### src/rtl/get_legendre_segment_div_seq_39s_19s_24_pkg.sv
// Shared widths, saturation limits and FSM encoding for the Legendre
// segment sequential divider.
package legendre_div_pkg;

  localparam int DIVIDEND_W = 39;
  localparam int DIVISOR_W  = 19;
  localparam int QUOT_W     = 24;
  localparam int ITERATIONS = DIVIDEND_W;
  localparam int CNT_W      = $clog2(ITERATIONS);

  localparam logic signed [QUOT_W-1:0] QUOT_MAX = {1'b0, {(QUOT_W-1){1'b1}}};
  localparam logic signed [QUOT_W-1:0] QUOT_MIN = {1'b1, {(QUOT_W-1){1'b0}}};

  // Largest quotient magnitudes that still fit for each result sign
  localparam logic [DIVIDEND_W-1:0] POS_MAG_MAX = {{(DIVIDEND_W-QUOT_W){1'b0}}, QUOT_MAX};
  localparam logic [DIVIDEND_W-1:0] NEG_MAG_MAX = {{(DIVIDEND_W-QUOT_W){1'b0}}, QUOT_MIN};

  typedef enum logic [1:0] {
    IDLE = 2'd0,
    CALC = 2'd1,
    FIX  = 2'd2
  } state_t;

endpackage

### src/rtl/get_legendre_segment_div_seq_39s_19s_24_if.sv
// Request/result bundle of the divider: operands and start/ce in, quotient,
// remainder and status flags out.
interface get_legendre_segment_div_seq_39s_19s_24_if;
  import legendre_div_pkg::*;

  logic                          ce;
  logic                          start;
  logic signed [DIVIDEND_W-1:0]  din0;
  logic signed [DIVISOR_W-1:0]   din1;
  logic                          ready;
  logic                          done;
  logic signed [QUOT_W-1:0]      dout;
  logic signed [DIVISOR_W-1:0]   rem;
  logic                          overflow;
  logic                          div_by_zero;

  modport master (
    output ce, start, din0, din1,
    input  ready, done, dout, rem, overflow, div_by_zero
  );

  modport slave (
    input  ce, start, din0, din1,
    output ready, done, dout, rem, overflow, div_by_zero
  );

endinterface

### src/rtl/get_legendre_segment_div_seq_39s_19s_24_sat.sv
// Sign restore and quotient saturation applied to the unsigned core result
// in the final FSM state.
module legendre_div_sat
  import legendre_div_pkg::*;
(
  input  logic [DIVIDEND_W-1:0]        i_quo_mag,
  input  logic [DIVISOR_W-1:0]         i_rem_mag,
  input  logic                         i_neg_quo,
  input  logic                         i_neg_rem,
  input  logic                         i_div_zero,
  output logic signed [QUOT_W-1:0]     o_dout,
  output logic signed [DIVISOR_W-1:0]  o_rem,
  output logic                         o_overflow
);

  logic [QUOT_W-1:0] w_quo_low;
  assign w_quo_low = i_quo_mag[QUOT_W-1:0];

  always_comb begin
    o_dout     = '0;
    o_rem      = '0;
    o_overflow = 1'b0;
    if (i_div_zero) begin
      // Zero divisor: saturate toward the dividend sign, no overflow flag
      o_dout = i_neg_rem ? QUOT_MIN : QUOT_MAX;
    end else begin
      if (i_neg_quo) begin
        if (i_quo_mag > NEG_MAG_MAX) begin
          o_dout     = QUOT_MIN;
          o_overflow = 1'b1;
        end else begin
          // Magnitude 2^(QUOT_W-1) negates onto QUOT_MIN exactly
          o_dout = ~w_quo_low + {{(QUOT_W-1){1'b0}}, 1'b1};
        end
      end else begin
        if (i_quo_mag > POS_MAG_MAX) begin
          o_dout     = QUOT_MAX;
          o_overflow = 1'b1;
        end else begin
          o_dout = w_quo_low;
        end
      end
      o_rem = i_neg_rem ? (~i_rem_mag + {{(DIVISOR_W-1){1'b0}}, 1'b1}) : i_rem_mag;
    end
  end

endmodule

### src/rtl/get_legendre_segment_div_seq_39s_19s_24.sv
// Sequential signed divider 39s / 19s -> saturated 24s quotient plus remainder,
// radix-2 restoring, one quotient bit per enabled cycle.
module get_legendre_segment_div_seq_39s_19s_24
  import legendre_div_pkg::*;
(
  input  logic clk,
  input  logic reset,
  get_legendre_segment_div_seq_39s_19s_24_if.slave bus
);

  state_t                        r_state;
  logic                          r_neg_dvd;
  logic                          r_neg_dvs;
  logic [DIVIDEND_W-1:0]         r_dvd;
  logic [DIVIDEND_W-1:0]         r_quo;
  logic [DIVISOR_W-1:0]          r_dvs;
  logic [DIVISOR_W:0]            r_part;
  logic [CNT_W-1:0]              r_cnt;
  logic                          r_ready;
  logic                          r_done;
  logic signed [QUOT_W-1:0]      r_dout;
  logic signed [DIVISOR_W-1:0]   r_rem;
  logic                          r_overflow;
  logic                          r_div_by_zero;

  logic [DIVIDEND_W-1:0]         w_din0_u;
  logic [DIVISOR_W-1:0]          w_din1_u;
  logic [DIVIDEND_W-1:0]         w_abs0;
  logic [DIVISOR_W-1:0]          w_abs1;
  logic [DIVISOR_W+1:0]          w_shift;
  logic [DIVISOR_W:0]            w_diff;
  logic                          w_ge;
  logic [DIVISOR_W:0]            w_part_next;
  logic                          w_div_zero;
  logic signed [QUOT_W-1:0]      w_sat_dout;
  logic signed [DIVISOR_W-1:0]   w_sat_rem;
  logic                          w_sat_ovf;

  // Magnitudes are unsigned so the most negative operands stay representable
  assign w_din0_u = bus.din0;
  assign w_din1_u = bus.din1;
  assign w_abs0   = w_din0_u[DIVIDEND_W-1] ? (~w_din0_u + {{(DIVIDEND_W-1){1'b0}}, 1'b1}) : w_din0_u;
  assign w_abs1   = w_din1_u[DIVISOR_W-1]  ? (~w_din1_u + {{(DIVISOR_W-1){1'b0}}, 1'b1})  : w_din1_u;

  assign w_shift     = {r_part, r_dvd[DIVIDEND_W-1]};
  assign w_ge        = (w_shift >= {2'b00, r_dvs});
  assign w_diff      = w_shift[DIVISOR_W:0] - {1'b0, r_dvs};
  assign w_part_next = w_ge ? w_diff : w_shift[DIVISOR_W:0];
  assign w_div_zero  = (r_dvs == '0);

  legendre_div_sat u_sat (
    .i_quo_mag  (r_quo),
    .i_rem_mag  (r_part[DIVISOR_W-1:0]),
    .i_neg_quo  (r_neg_dvd ^ r_neg_dvs),
    .i_neg_rem  (r_neg_dvd),
    .i_div_zero (w_div_zero),
    .o_dout     (w_sat_dout),
    .o_rem      (w_sat_rem),
    .o_overflow (w_sat_ovf)
  );

  always_ff @(posedge clk or negedge reset) begin
    if (!reset) begin
      r_state       <= IDLE;
      r_neg_dvd     <= 1'b0;
      r_neg_dvs     <= 1'b0;
      r_dvd         <= '0;
      r_quo         <= '0;
      r_dvs         <= '0;
      r_part        <= '0;
      r_cnt         <= '0;
      r_ready       <= 1'b1;
      r_done        <= 1'b0;
      r_dout        <= '0;
      r_rem         <= '0;
      r_overflow    <= 1'b0;
      r_div_by_zero <= 1'b0;
    end else if (bus.ce) begin
      r_done <= 1'b0;
      case (r_state)
        IDLE: begin
          if (bus.start) begin
            r_neg_dvd <= w_din0_u[DIVIDEND_W-1];
            r_neg_dvs <= w_din1_u[DIVISOR_W-1];
            r_dvd     <= w_abs0;
            r_dvs     <= w_abs1;
            r_quo     <= '0;
            r_part    <= '0;
            r_cnt     <= '0;
            r_ready   <= 1'b0;
            r_state   <= CALC;
          end
        end
        CALC: begin
          r_part <= w_part_next;
          r_quo  <= {r_quo[DIVIDEND_W-2:0], w_ge};
          r_dvd  <= {r_dvd[DIVIDEND_W-2:0], 1'b0};
          r_cnt  <= r_cnt + {{(CNT_W-1){1'b0}}, 1'b1};
          if (r_cnt == CNT_W'(ITERATIONS - 1)) begin
            r_state <= FIX;
          end
        end
        FIX: begin
          r_dout        <= w_sat_dout;
          r_rem         <= w_sat_rem;
          r_overflow    <= w_sat_ovf;
          r_div_by_zero <= w_div_zero;
          r_done        <= 1'b1;
          r_ready       <= 1'b1;
          r_state       <= IDLE;
        end
        default: begin
          r_ready <= 1'b1;
          r_state <= IDLE;
        end
      endcase
    end
  end

  assign bus.ready       = r_ready;
  assign bus.done        = r_done;
  assign bus.dout        = r_dout;
  assign bus.rem         = r_rem;
  assign bus.overflow    = r_overflow;
  assign bus.div_by_zero = r_div_by_zero;

endmodule
### src/flat_wrapper.sv
// flat-port wrapper written by rule: the top's interface ports become plain ports
module get_legendre_segment_div_seq_39s_19s_24_flat import legendre_div_pkg::*;
  (clk, reset, bus_ce, bus_start, bus_din0, bus_din1, bus_ready, bus_done, bus_dout, bus_rem, bus_overflow, bus_div_by_zero);
  get_legendre_segment_div_seq_39s_19s_24_if bus_i ();
  input  logic clk;
  input  logic reset;
  input wire logic [$bits(bus_i.ce)-1:0] bus_ce;
  input wire logic [$bits(bus_i.start)-1:0] bus_start;
  input wire logic [$bits(bus_i.din0)-1:0] bus_din0;
  input wire logic [$bits(bus_i.din1)-1:0] bus_din1;
  output wire logic [$bits(bus_i.ready)-1:0] bus_ready;
  output wire logic [$bits(bus_i.done)-1:0] bus_done;
  output wire logic [$bits(bus_i.dout)-1:0] bus_dout;
  output wire logic [$bits(bus_i.rem)-1:0] bus_rem;
  output wire logic [$bits(bus_i.overflow)-1:0] bus_overflow;
  output wire logic [$bits(bus_i.div_by_zero)-1:0] bus_div_by_zero;
  assign bus_i.ce = bus_ce;
  assign bus_i.start = bus_start;
  assign bus_i.din0 = bus_din0;
  assign bus_i.din1 = bus_din1;
  assign bus_ready = bus_i.ready;
  assign bus_done = bus_i.done;
  assign bus_dout = bus_i.dout;
  assign bus_rem = bus_i.rem;
  assign bus_overflow = bus_i.overflow;
  assign bus_div_by_zero = bus_i.div_by_zero;
  get_legendre_segment_div_seq_39s_19s_24 u_core (.clk(clk), .reset(reset), .bus(bus_i));
endmodule
### config.mk
export PLATFORM = sky130hd
export DESIGN_NAME = get_legendre_segment_div_seq_39s_19s_24_flat
export DESIGN_NICKNAME = d
export VERILOG_FILES = /design/src/rtl/get_legendre_segment_div_seq_39s_19s_24_pkg.sv /design/src/rtl/get_legendre_segment_div_seq_39s_19s_24_if.sv /design/src/rtl/get_legendre_segment_div_seq_39s_19s_24_sat.sv /design/src/rtl/get_legendre_segment_div_seq_39s_19s_24.sv /design/src/flat_wrapper.sv
export SDC_FILE = /design/constraint.sdc
export NUM_CORES = 1
export LEC_CHECK = 0
export BUFFER_PORTS_ARGS = -buffer_cell sky130_fd_sc_hd__buf_2
export CAP_MARGIN = 0
export CORE_MARGIN = 1.5
export CORE_UTILIZATION = 39
export DETAILED_ROUTE_END_ITERATION = 7
export PLACE_DENSITY = 0.55
export SLEW_MARGIN = 20
export SYNTH_ARGS = -nofsm -noshare
export SYNTH_HDL_FRONTEND = slang
export SYNTH_SLANG_ARGS = --single-unit
### constraint.sdc
create_clock -name clk -period 7.3 [get_ports clk]
set_input_delay 0.365 -clock clk [delete_from_list [all_inputs] [get_ports clk]]
set_output_delay 0.365 -clock clk [all_outputs]
set_load 0.02 [all_outputs]
# Word-level counts from Yosys, hierarchy flattened
# Cells that the tools add are included.
dict set report totals {
  inputBits 62
  word_cells 70
  out_inout_bits 47
  reg_bits 174
}
dict set report classes {
  n_addsub 6
  bitwise_logic 6
  reduce_logical 8
  magnitude_cmp 3
  mux 28
  n_eq_ne 5
}
# op count
set ops {}
lappend ops {{one-hot mux 39 bit (2 select lines)} 2}
lappend ops {{two-way mux 24 bit} 5}
lappend ops {{two-way mux 39 bit} 3}
lappend ops {{two-way mux 19 bit} 3}
lappend ops {{two-way mux 20 bit} 2}
lappend ops {{one-hot mux 20 bit (2 select lines)} 1}
lappend ops {{adder 39 x 1 -> 39 bit (second input constant)} 1}
lappend ops {{> comparator 39 x 23 -> 1 bit (second input constant)} 1}
lappend ops {{> comparator 39 x 24 -> 1 bit (second input constant)} 1}
lappend ops {{NOT 39 bit} 1}
lappend ops {{adder 19 x 1 -> 19 bit (second input constant)} 2}
lappend ops {{NOT 19 bit} 2}
lappend ops {{adder 24 x 1 -> 24 bit (second input constant)} 1}
lappend ops {{NOT 24 bit} 1}
lappend ops {{>= comparator 21 x 19 -> 1 bit} 1}
lappend ops {{subtractor 20 x 19 -> 20 bit} 1}
lappend ops {{logical NOT 19 bit} 1}
lappend ops {{one-hot mux 6 bit (2 select lines)} 1}
lappend ops {{AND reduction 3 bit} 4}
lappend ops {{adder 6 x 1 -> 6 bit (second input constant)} 1}
lappend ops {{equality test 6 bit (second input constant)} 1}
lappend ops {{two-way mux 1 bit} 6}
lappend ops {{two-way mux 6 bit} 1}
lappend ops {{two-way mux 2 bit} 2}
lappend ops {{11 further kinds} 11}

# Longest topological paths before layout
# Gate-level depths: netlist (run 1).
dict set report depth {
  ltp_word 5
  mapped_depth 11
  ltp_nobuf 11
}

# Modules after synthesis
# A second synthesis (run 1) with hierarchy kept.
dict set report hier_totals {
  cells_unflattened 1236
  hier_area_um2 10934.2
}
# mod area_per_inst_um2 n_inst cells_per_inst
set by_module_without_submodules {}
lappend by_module_without_submodules {get_legendre_segment_div_seq_39s_19s_24 9192.6 1 969}
lappend by_module_without_submodules {legendre_div_sat 1741.7 1 267}

# Worst setup path before layout (run 1)
# Ideal clock, no wire load.
dict set report synth_timing {
  kind {input-to-reg}
  from {in bus_din0[13]}
  to {reg u_core.r_dvd[36]}
  stages 8
  setup_ns 0.138
  t_arrival_ns 2.751
  n_path_buf 1
  path_slack_ns 4.411
  path_cell_list {or4_4 or3_4 or4_4 buf_6 or4_4 o31ai_4 xor2_1 o22ai_1}
}
dict set report synth_between {
  elab_chain_len 5
}
# element line_no
set synth_lines {}
lappend synth_lines {{start: declaration} flat_wrapper.sv:9} ;# input wire logic [$bits(bus_i.din0)-1:0] bus_din0;
lappend synth_lines {{NOT 39 bit} get_legendre_segment_div_seq_39s_19s_24.sv:42} ;# assign w_abs0 = w_din0_u[DIVIDEND_W-1] ? (~w_din0_u + {{(DIVIDEND_W-1){1'b0}}, 1'b1}) : w_din0_u;
lappend synth_lines {{adder 39 x 1 -> 39 bit} get_legendre_segment_div_seq_39s_19s_24.sv:42}
lappend synth_lines {{two-way mux 39 bit} get_legendre_segment_div_seq_39s_19s_24.sv:42}
lappend synth_lines {{two-way mux 39 bit} get_legendre_segment_div_seq_39s_19s_24.sv:82} ;# if (bus.start) begin
lappend synth_lines {{one-hot mux 39 bit (2 select lines)} get_legendre_segment_div_seq_39s_19s_24.sv:80} ;# case (r_state)
lappend synth_lines {{end signal: assignment} get_legendre_segment_div_seq_39s_19s_24.sv:85} ;# r_dvd <= w_abs0;
lappend synth_lines {{end signal: assignment} get_legendre_segment_div_seq_39s_19s_24.sv:97} ;# r_dvd <= {r_dvd[DIVIDEND_W-2:0], 1'b0};
lappend synth_lines {{end: declaration} get_legendre_segment_div_seq_39s_19s_24.sv:14} ;# logic [DIVIDEND_W-1:0] r_dvd;
# No other way between the ends. The select of a mux whose other input is x is not followed.
# A chain may end at the register's enable or synchronous reset.

# Final worst setup path (run 1)
dict set report layout_timing {
  from {reg u_core.r_quo[9]}
  to {reg u_core.r_dout[2], in the netlist u_core.bus.dout[2]}
}
dict set report layout_between {
  elab_chain_len 4
  elab_cells_between_ends 6
  cone_classes {2 x order compare; 4 x mux}
}
# element line_no
set layout_lines {}
lappend layout_lines {{start: declaration} get_legendre_segment_div_seq_39s_19s_24.sv:15} ;# logic [DIVIDEND_W-1:0] r_quo;
lappend layout_lines {{start signal: assignment} get_legendre_segment_div_seq_39s_19s_24.sv:96} ;# r_quo <= {r_quo[DIVIDEND_W-2:0], w_ge};
lappend layout_lines {{> comparator 39 x 23 -> 1 bit or > comparator 39 x 24 -> 1 bit (tied branches)} {get_legendre_segment_div_seq_39s_19s_24_sat.sv:36, get_legendre_segment_div_seq_39s_19s_24_sat.sv:28}}
lappend layout_lines {{two-way mux 24 bit, on equally long branches} {get_legendre_segment_div_seq_39s_19s_24_sat.sv:36, get_legendre_segment_div_seq_39s_19s_24_sat.sv:28}}
lappend layout_lines {{two-way mux 24 bit (*)} get_legendre_segment_div_seq_39s_19s_24_sat.sv:27} ;# if (i_neg_quo) begin
lappend layout_lines {{two-way mux 24 bit (*)} get_legendre_segment_div_seq_39s_19s_24_sat.sv:23} ;# if (i_div_zero) begin
lappend layout_lines {{end signal: assignment} get_legendre_segment_div_seq_39s_19s_24.sv:104} ;# r_dout <= w_sat_dout;
lappend layout_lines {{end: declaration} get_legendre_segment_div_seq_39s_19s_24.sv:21} ;# logic signed [QUOT_W-1:0] r_dout;
# Mark *: on every way between the ends. The rest lies on a longest branch, timed or not.

==> impl_metrics.py, run 1 <==
metrics = {
    "detailed_routing": {
        "m1WireLength_um": 14600,
        "drtIter0Drc": 738,
        "routed-wl-met3_um": 1354,
        "drtAntennaViolNets": 0,
        "viasPerCell": 5.569,
        "routed_wl_um": 28310,
        "routed.top_layer": "met4",
        "vias": 9356,
        "detail_route.first_pass.iterations": 4,
        "wl_met2_um": 12150,
        "wire_per_inst_um": 16.85,
        "drc": 0,
    },
    "synthesis": {
        "synthTopCellsByArea": "dfrtp_1, nand2_1, o21ai_0, xor2_1, nand3_1",
        "ys_top_cells_by_count": "nand2_1, dfrtp_1, o21ai_0, nor2_1, nand3_1",
        "async_flop_share": 1.000,
        "synth_cell_types": 68,
        "yosysTopAreaCell": "dfrtp_1",
        "syn-cell-area_sq_um": 10530,
        "seq_area_frac_synth": 0.4136,
        "synth_top_area_share": 0.4111,
        "syn_inst": 1271,
        "ys_seq_elements": 174,
        "synth_flop_cell": "dfrtp_1",
        "postSynthAreaPerCell_sq_um": 8.286,
        "ys_warn_count": 0,
        "synth.most_common_cell": "nand2_1",
        "synth.net_count": 1360,
        "synth_enable_flop_cells": 0,
    },
    "global_routing": {
        "grt_max_degree": 108,
        "antenna_found_initial": 0,
        "groute.usage.overall": 0.2083,
        "grt_first_pass_wirelength_um": 47730,
        "grt-ovfl-total": 0,
        "grt_pass1_vias": 8933,
    },
    "clocking": {
        "cts_tree": "yes",
        "clockRootBuffer": "clkbuf_16",
        "clock_sinks": 174,
        "clk_pin_slew_worst_paths_ns": 0.07,
        "clock_latency_ns": 0.43,
        "h-tree-depth": 4,
        "cts_buffer_depth": 2,
        "cts_made_buffers": 17,
        "cts_setup_buffers": 0,
        "ctsResizeCount": 0,
        "cts_hold_buf": 0,
    },
    "place": {
        "place_ws_ns": 3.918,
        "gp_congestion": 0.8766,
        "dp_cells": 1646,
        "dp_hpwl_um": 20100,
        "port_buffers": 108,
        "place_area_sq_um": 11330,
    },
    "finish": {
        "area_growth_pct": 13.60,
        "final_area_sq_um": 11960,
        "stdcell_count": 1680,
        "multi_input_area_sq_um": 5793,
        "fillCellCount": 2680,
        "fin_nets": 1421,
        "regArea_sq_um": 4355,
        "insertedDiodeCount": 0,
        "layout-drive-gt1-share": 0.1383,
    },
    "setup_path": {
        "cp_max_fo": 11,
        "critPathLaunch": "u_core.r_quo[9]$_DFFE_PN0P_",
        "worstRegToRegCells": 7,
        "crit_type": "reg2reg",
        "critPathRequiredTime_ns": 7.65,
        "worstSetupStartpointType": "flip-flop",
        "cp-end-kind": "flip-flop",
        "worst_ep_arrival_time_ns": 3.62,
        "reg2reg_from": "u_core.r_quo[9]$_DFFE_PN0P_",
    },
    "timing": {
        "slew_headroom": 0.3593,
        "setup_viol": 0,
        "setup_tns_ns": 0,
        "min_period_ns": 3.272,
        "holdWs_ns": 0.04655,
        "fin_crit_sh": 0.4482,
        "worstMarginPinSlew_ns": 0.9611,
        "finClkSkew_ns": 0.01471,
        "drv_slew": 0,
        "grt_setup_unrepaired": "no",
        "hold_violations": 0,
        "fmax_mhz": 305.7,
        "setup_slack_ns": 4.028,
    },
    "worst_hold_path": {
        "hp-class": "in2async",
    },
    "status": {
        "outcome": "complete, no violations",
    },
    "floorplanning": {
        "num_rows": 59,
        "core_area_sq_um": 26280,
        "initial_core_util": 0.4007,
        "die_area_sq_um": 28000,
        "top_level_ports": 109,
        "fp.dieW_um": 167.3,
        "die_h_um": 167.3,
    },
    "pwr": {
        "vdd_drop_max_mv": 0.1679,
        "p_leak_nw": 5.409,
        "powerDensity_nw_per_um2": 411.6,
    },
    "run": {
        "cap_violations": 0,
    },
}
-- logic make-up (layout without fill, tap and decap cells) --
kind of cell,after synthesis,in the layout,synth area share
buffers and inverters,114,188,0.04182
AO/OA/AOI/OAI,320,320,0.1859
multiplexers,16,16,0.01544
AND/OR/NAND/NOR,528,528,0.2339
flip-flops,174,174,0.4136
XOR/XNOR,92,92,0.07651
adder cells (fa/ha/maj),27,27,0.03279
-- cell usage in the layout, fill, tap and decap left out, types with 3 or more instances in the layout --
master	instances
clkbuf_16	17
or2_2	8
nand2b_1	10
nor4_1	22
mux2i_1	14
ha_1	26
nand2_1	207
nand3b_1	4
nor3_1	20
and2_1	4
buf_4	11
a41oi_1	3
a21oi_1	66
nor2_1	104
or4_1	12
a32oi_1	3
nor2b_1	6
o31ai_1	29
buf_2	107
dfrtp_1	173
nand3_1	81
or3_1	11
a21o_1	9
o22ai_1	26
nand4_1	16
or4_4	4
o211ai_1	8
a22oi_1	8
inv_6	5
xnor2_1	23
a211oi_1	7
inv_1	34
xor2_1	68
o21ai_0	125
o21a_1	4
o41ai_1	6
-- final cells by class --
type	count	area share
Sequential cell	174	0.3640
Tap cell	335	0.03503
Clock inverter	15	0.01297
Inverter	34	0.01067
Clock buffer	17	0.03556
Multi-Input combinational cell	983	0.4842
Timing Repair Buffer	122	0.05752
-- registers in the layout, indices dropped and copies added (netlist names) --
signal,flops
u_core.r_cnt,6
u_core.bus.overflow,1
u_core.bus.done,1
u_core.r_dvd,39
u_core.bus.rem,19
u_core.r_quo,39
u_core.bus.div_by_zero,1
u_core.bus.ready,1
u_core.r_neg_dvd,1
u_core.r_neg_dvs,1
u_core.r_dvs,19
u_core.r_part,20
u_core.bus.dout,24
u_core.r_state,2
-- final timing paths --
| kind | to | slack [ns] |
|---|---|---|
| max | u_core.bus.dout[2]$_DFFE_PN0P_ | 4.03 |
| min | u_core.bus.rem[10]$_DFFE_PN0P_ | 0.05 |
| max reg2reg | u_core.bus.dout[2]$_DFFE_PN0P_ | 4.03 |
| min reg2reg | u_core.bus.ready$_DFFE_PN1P_ | 0.46 |
| max in group asynchronous | u_core.r_quo[33]$_DFFE_PN0P_ | 6.04 |
| min in group clk | u_core.bus.ready$_DFFE_PN1P_ | 0.21 |
-- stage by stage --
stage | utilization | power, mW
3_3_place_gp | 0.4312 | 3.980
2_1_floorplan | - | 3.341
6_report | 0.4552 | 4.925
4_1_cts | 0.4533 | 4.931
3_5_place_dp | 0.4312 | 4.004
5_1_grt | 0.4552 | 5.357
-- per-layer routing --
metal | vias up | track usage
met5 | - | 0
met4 | 0 | 0.03956
met3 | 16 | 0.03238
met2 | 234 | 0.3112
met1 | 4469 | 0.3179
li1 | 4637 | -
-- critical path, stage by stage (launching register included) --
cell      delay (ns)
dfrtp_1         0.46
nor4_1          0.66
nand4b_1        0.39
o31a_1          0.44
nor2_1          0.61
nand3_1         0.23
o32a_1          0.35
o21ai_0         0.07
-- power breakdown --
part / internal [mW] / switching [mW]
Combinational: 0.968 / 1.38
Clock: 0.483 / 0.426
Sequential: 1.27 / 0.397
(Power assumes the default switching activity.)
==> inputs of run 2 (changes only) <==
--- a/config.mk
+++ b/config.mk
@@ -5,12 +5,13 @@
 export SDC_FILE = /design/constraint.sdc
 export NUM_CORES = 1
 export LEC_CHECK = 0
+export ABC_AREA = 1
 export BUFFER_PORTS_ARGS = -buffer_cell sky130_fd_sc_hd__buf_2
 export CAP_MARGIN = 0
 export CORE_MARGIN = 1.5
 export CORE_UTILIZATION = 39
 export DETAILED_ROUTE_END_ITERATION = 7
-export PLACE_DENSITY = 0.55
+export PLACE_DENSITY = 0.56
 export SLEW_MARGIN = 20
 export SYNTH_ARGS = -nofsm -noshare
 export SYNTH_HDL_FRONTEND = slang
==> constraint.sdc (replaced) <==
create_clock -name clk -period 2.7 [get_ports clk]
set_input_delay 0.135 -clock clk [delete_from_list [all_inputs] [get_ports clk]]
set_output_delay 0.135 -clock clk [all_outputs]
set_load 0.02 [all_outputs]
==> impl_metrics.py, run 2 <==
metrics = {
    "status": {
        "outcome": "complete, no violations",
    },
    "timing": {
        "worstMarginPinSlew_ns": 1.065,
        "min_period_ns": 2.406,
        "setup_tns_ns": 0,
        "drv_slew": 0,
        "setup_viol": 0,
        "finClkSkew_ns": 0.01720,
        "slew_headroom": 0.2888,
        "setup_slack_ns": 0.2941,
        "fin_crit_sh": 0.8911,
        "grt_setup_unrepaired": "no",
        "hold_violations": 0,
        "fmax_mhz": 415.7,
    },
    "detailed_routing": {
        "viasPerCell": 5.179,
        "vias": 11730,
        "routed_wl_um": 35670,
        "wire_per_inst_um": 15.75,
        "drtAntennaViolNets": 0,
        "drc": 0,
        "drtIter0Drc": 876,
        "detail_route.first_pass.iterations": 5,
    },
    "synthesis": {
        "syn_inst": 1768,
        "seq_area_frac_synth": 0.3698,
        "syn-cell-area_sq_um": 11780,
        "ys_seq_elements": 174,
        "synth_flop_cell": "dfrtp_1",
        "ys_warn_count": 0,
        "synthTopCellsByArea": "dfrtp_1, nand2_1, nand3_1, nor2_1, inv_1",
        "synth_adder_area_share": 0.02932,
        "synth_cell_types": 45,
        "synthSimpleGateAreaFrac": 0.3728,
        "yosysTopAreaCell": "dfrtp_1",
        "synth_compound_area_frac": 0.1137,
        "synthMuxAreaShare": 0,
        "postSynthAreaPerCell_sq_um": 6.661,
        "synth_top_area_share": 0.3676,
        "async_flop_share": 1.000,
        "synth_enable_flop_cells": 0,
        "synth.net_count": 1857,
        "synth.most_common_cell": "nand2_1",
        "synth_top_family_by_area": "simple AND/OR/NAND/NOR gates",
        "synth_xor_area_frac": 0.02677,
        "ys_top_cells_by_count": "nand2_1, nor2_1, inv_1, nand3_1, dfrtp_1",
    },
    "global_routing": {
        "grt_max_degree": 67,
        "groute.usage.overall": 0.2367,
        "grt_pass1_vias": 10880,
        "antenna_found_initial": 1,
        "grt_first_pass_wirelength_um": 58590,
        "grt-ovfl-total": 0,
    },
    "floorplanning": {
        "die_h_um": 176.8,
        "num_rows": 63,
        "fp.dieW_um": 176.8,
        "top_level_ports": 109,
        "core_area_sq_um": 29720,
        "die_area_sq_um": 31250,
        "initial_core_util": 0.3963,
    },
    "setup_path": {
        "cp_max_fo": 25,
        "worst_path_largest_cell_delay_ns": 0.56,
        "critical_path_buf_inv_count": 1,
        "cp_num_cells": 10,
        "crit_type": "reg2reg",
        "worstRegToRegCells": 10,
        "critPathMostFrequentCell": "nand2_1",
        "path_cells": "inv_1 -> ha_1 -> nand3_4 -> nor2_8 -> nand3_2 -> o21ai_4 -> nand3b_1 -> nand2_1 -> nand2_1 -> nand2_1",
        "worst_ep_arrival_time_ns": 2.80,
        "slowest_stage": "o21ai_4",
        "reg2reg_setup_slack_ns": 0.29,
        "critPathRequiredTime_ns": 3.10,
        "crit_family": "simple AND/OR/NAND/NOR gates",
        "cp-end-kind": "flip-flop",
        "worstSetupStartpointType": "flip-flop",
    },
    "clocking": {
        "clock_latency_ns": 0.46,
        "clk_pin_slew_worst_paths_ns": 0.08,
        "cts_tree": "yes",
        "cts_made_buffers": 17,
        "cts_setup_buffers": 0,
        "cts_hold_buf": 10,
        "h-tree-depth": 4,
        "ctsResizeCount": 0,
        "clock_sinks": 174,
        "cts_buffer_depth": 2,
        "clockRootBuffer": "clkbuf_16",
    },
    "run": {
        "cap_violations": 0,
    },
    "pwr": {
        "p_leak_nw": 7.151,
        "powerDensity_nw_per_um2": 1221,
        "vdd_drop_max_mv": 0.5971,
    },
    "finish": {
        "mostFrequentLayoutCells": "nand2_1, nor2_1, inv_1",
        "layout-drive-gt1-share": 0.1051,
        "area_growth_pct": 13.88,
        "fin_nets": 1950,
        "final_common_cell": "nand2_1",
    },
    "place": {
        "place_ws_ns": 0.2825,
        "dp_hpwl_um": 26630,
        "gp_congestion": 0.9216,
        "port_buffers": 108,
    },
    "worst_hold_path": {
        "hp-class": "in2reg",
        "whs_path_depth": 4,
    },
}
-- run 2: cell types whose count changed after synthesis, moves of 36 or more --
cell,change
nor2_1,+87
o21ai_0,-41
inv_1,+148
nand3_1,+93
clkbuf_1,-36
xor2_1,-46
nand2_1,+357
-- run 2: kinds of logic after synthesis --
| family | count (synthesis) |
|---|---|
| AND/OR/NAND/NOR | 1030 |
| buffers and inverters | 257 |
| AO/OA/AOI/OAI | 244 |
| flip-flops | 174 |
| XOR/XNOR | 36 |
| adder cells (fa/ha/maj) | 27 |
-- run 2: tightest hold or removal path, stage by stage --
cell and delay [ns]:
buf_2 0.09, nand3_1 0.07, nand3_1 0.08, nand2_1 0.05
-- run 2: stage by stage --
step / hold WS, ns / util / std cells / total power, mW / area, sq um
2_1_floorplan: -0.1606 / - / 1768 / 11.19 / 11780
3_3_place_gp: 0.1402 / 0.4276 / 2222 / 13.81 / 12710
3_5_place_dp: 0.1398 / 0.4276 / 2222 / 13.82 / 12710
4_1_cts: 0.004749 / 0.4512 / 2264 / 16.44 / 13410
5_1_grt: 0.02235 / 0.4512 / 2264 / 17.94 / 13410
6_report: 0.01089 / 0.4513 / 2265 / 16.38 / 13410
-- run 2: final timing paths --
path / start / endpoint
max: u_core.r_quo[0]$_DFFE_PN0P_ / u_core.bus.dout[19]$_DFFE_PN0P_
min: bus_din0[37] / u_core.r_dvd[37]$_DFFE_PN0P_
max reg2reg: u_core.r_quo[0]$_DFFE_PN0P_ / u_core.bus.dout[19]$_DFFE_PN0P_
min reg2reg: u_core.r_dvd[35]$_DFFE_PN0P_ / u_core.r_dvd[35]$_DFFE_PN0P_
max in group asynchronous: reset / u_core.bus.ready$_DFFE_PN1P_
min in group asynchronous: reset / u_core.r_quo[36]$_DFFE_PN0P_
-- run 2: layer usage --
metal	GRT usage	vias up	wire length [um]
met5	0	-	0
met4	0.06073	0	559
met3	0.04081	36	1703
met2	0.3560	282	15510
met1	0.3491	5498	17890
li1	-	5915	-
-- run 2: report_power, final --
part           switching [mW]  internal (mW)  leakage (nW)
combinational            6.34           3.27          4.62
sequential              0.686           3.53          2.24
clock                    1.23           1.32         0.290
total                    8.26           8.12          7.15
-- run 2: layout make-up --
| type | instances | area, sq um |
|---|---|---|
| flip-flops and latches | 174 | 4355 |
| well taps | 390 | 488.0 |
| multi-input cells | 1337 | 6402 |
| fillers | 3163 | 16310 |
| repair buffers | 141 | 847.1 |
| diodes | 1 | 2.502 |
| clock buffers | 17 | 425.4 |
| inverters | 190 | 713.2 |
| clock inverters | 15 | 176.4 |
==> inputs of run 3 (changes only) <==
==> constraint.sdc (replaced) <==
create_clock -name clk -period 2.03 [get_ports clk]
set_input_delay 0.1015 -clock clk [delete_from_list [all_inputs] [get_ports clk]]
set_output_delay 0.1015 -clock clk [all_outputs]
set_load 0.02 [all_outputs]
==> impl_metrics.py, run 3 (same netlist as run 2, synthesis figures left out) <==
metrics = {
    "place": {
        "gp_congestion": 0.9194,
        "port_buffers": 108,
        "dp_hpwl_um": 27230,
        "dp_cells": 2309,
    },
    "clocking": {
        "clockRootBuffer": "clkbuf_16",
        "cts_made_buffers": 17,
        "h-tree-depth": 4,
        "clock_latency_ns": 0.45,
        "cts_tree": "yes",
        "clock_sinks": 174,
        "cts_buffer_depth": 2,
        "clk_pin_slew_worst_paths_ns": 0.08,
    },
    "detailed_routing": {
        "vias": 12160,
        "viasPerCell": 5.131,
        "drc": 0,
        "detail_route.first_pass.iterations": 8,
        "routed_wl_um": 36430,
        "wire_per_inst_um": 15.37,
        "drtIter0Drc": 754,
        "drtAntennaViolNets": 0,
    },
    "finish": {
        "multi_input_area_sq_um": 6940,
        "mostFrequentLayoutCells": "nand2_1, nor2_1, inv_1",
        "fillCellCount": 3040,
        "final_core_util": 0.5006,
        "final_common_cell": "nand2_1",
        "fin_nets": 2055,
        "stdcell_count": 2370,
        "area_growth_pct": 26.33,
        "regArea_sq_um": 4359,
        "layout-drive-gt1-share": 0.1961,
    },
    "global_routing": {
        "antenna_found_initial": 1,
        "grt-ovfl-total": 0,
        "grt_first_pass_wirelength_um": 59640,
        "grt_pass1_vias": 11570,
        "grt_max_degree": 49,
        "groute.usage.overall": 0.2401,
    },
    "timing": {
        "hold_violations": 0,
        "slew_headroom": 0.5801,
        "fmax_mhz": 494.4,
        "min_period_ns": 2.023,
        "holdWs_ns": 0.01179,
        "setup_viol": 0,
        "finClkSkew_ns": 0.01919,
        "fin_crit_sh": 0.9963,
        "worstMarginPinSlew_ns": 0.6292,
        "drv_slew": 0,
        "setup_tns_ns": 0,
        "grt_setup_unrepaired": "yes",
    },
    "setup_path": {
        "reg2reg_from": "u_core.r_part[9]$_DFFE_PN0P_",
        "crit_type": "reg2reg",
        "worstSetupStartpointType": "flip-flop",
        "cp_max_fo": 6,
        "worst_ep_arrival_time_ns": 2.36,
        "critPathRequiredTime_ns": 2.37,
        "cp-end-kind": "flip-flop",
        "critPathLaunch": "u_core.r_part[9]$_DFFE_PN0P_",
    },
    "floorplanning": {
        "top_level_ports": 109,
        "num_rows": 63,
        "fp.dieW_um": 176.8,
        "core_area_sq_um": 29720,
        "initial_core_util": 0.3963,
        "die_h_um": 176.8,
        "die_area_sq_um": 31250,
    },
    "pwr": {
        "p_leak_nw": 7.790,
        "power_mw": 25.21,
        "powerDensity_nw_per_um2": 1695,
        "vdd_drop_max_mv": 0.8303,
    },
    "run": {
        "cap_violations": 0,
    },
    "worst_hold_path": {
        "hp-start": "bus_din1[13]",
        "hp-class": "in2reg",
    },
    "status": {
        "outcome": "complete, no violations",
    },
}
run 3: changes by cell type in the layout (fill, tap and decap cells not counted), moves of 12 or more:
cell     change
nand2_2     +19
nand2_4     +12
buf_4       +83
ha_4        +18
ha_1        -19
nand2_1     -31
nand3_2     +15
nand3_1     -15
run 3: final timing paths:
check | end | slack [ns] | depth (start not counted)
max in group asynchronous | u_core.bus.ready$_DFFE_PN1P_ | 1.07 | 3
max | u_core.r_part[1]$_DFFE_PN0P_ | 0.007 | 13
min | u_core.r_dvs[13]$_DFFE_PN0P_ | 0.01 | 3
max reg2reg | u_core.r_part[1]$_DFFE_PN0P_ | 0.007 | 13
min in group asynchronous | u_core.r_quo[14]$_DFFE_PN0P_ | 0.18 | 2
min reg2reg | u_core.r_dvd[35]$_DFFE_PN0P_ | 0.48 | 2
run 3: through the flow:
step	worst slack (ns)	area [sq um]
after floorplan	0.1280	11780
after global placement	0.006307	13420
after detailed placement	-0.03234	13420
after CTS	0.004115	14230
after global routing	-0.07493	14870
final	0.007466	14880
run 3: layout make-up:
cell class | count | area share
Antenna cell | 1 | 0.0001682
Clock buffer | 18 | 0.02952
Clock inverter | 14 | 0.009672
Inverter | 190 | 0.04794
Multi-Input combinational cell | 1338 | 0.4665
Sequential cell | 174 | 0.2930
Tap cell | 390 | 0.03280
Timing Repair Buffer | 245 | 0.1204
run 3: report_power, final:
| group | switching [mW] | leakage (nW) | internal (mW) |
|---|---|---|---|
| sequential | 0.852 | 2.24 | 4.70 |
| clock | 1.62 | 0.289 | 1.67 |
| combinational | 9.71 | 5.26 | 6.66 |
| total | 12.2 | 7.79 | 13.0 |
run 3: layer usage:
metal  global-route usage  share of wire  vias up
met4              0.06674          0.018        0
li1                     -              -     6148
met5                    0              0        -
met2               0.3907           0.46      270
met3              0.03759          0.043       41
met1               0.3298           0.48     5701
run 3: worst max-delay path, cell delays in order, from the launching register on:
cell and delay, ns:
dfrtp_1 0.45, ha_4 0.32, nand2_4 0.06, nor2_4 0.12
inv_2 0.06, nor3_2 0.18, nand2_2 0.08, nand2_2 0.09
nand2_4 0.10, nand2_8 0.12, clkbuf_16 0.17, nand2_4 0.04
nand3_2 0.04, nand2_1 0.06
run 3: repair_timing:
action,CTS,global route
hold buffers,18,0
setup buffers,0,6
setup endpoints to repair,15,39
gates resized for setup,6,115
endpoints found under the hold margin,60,0
pin swaps,1,25
cloned,1,3
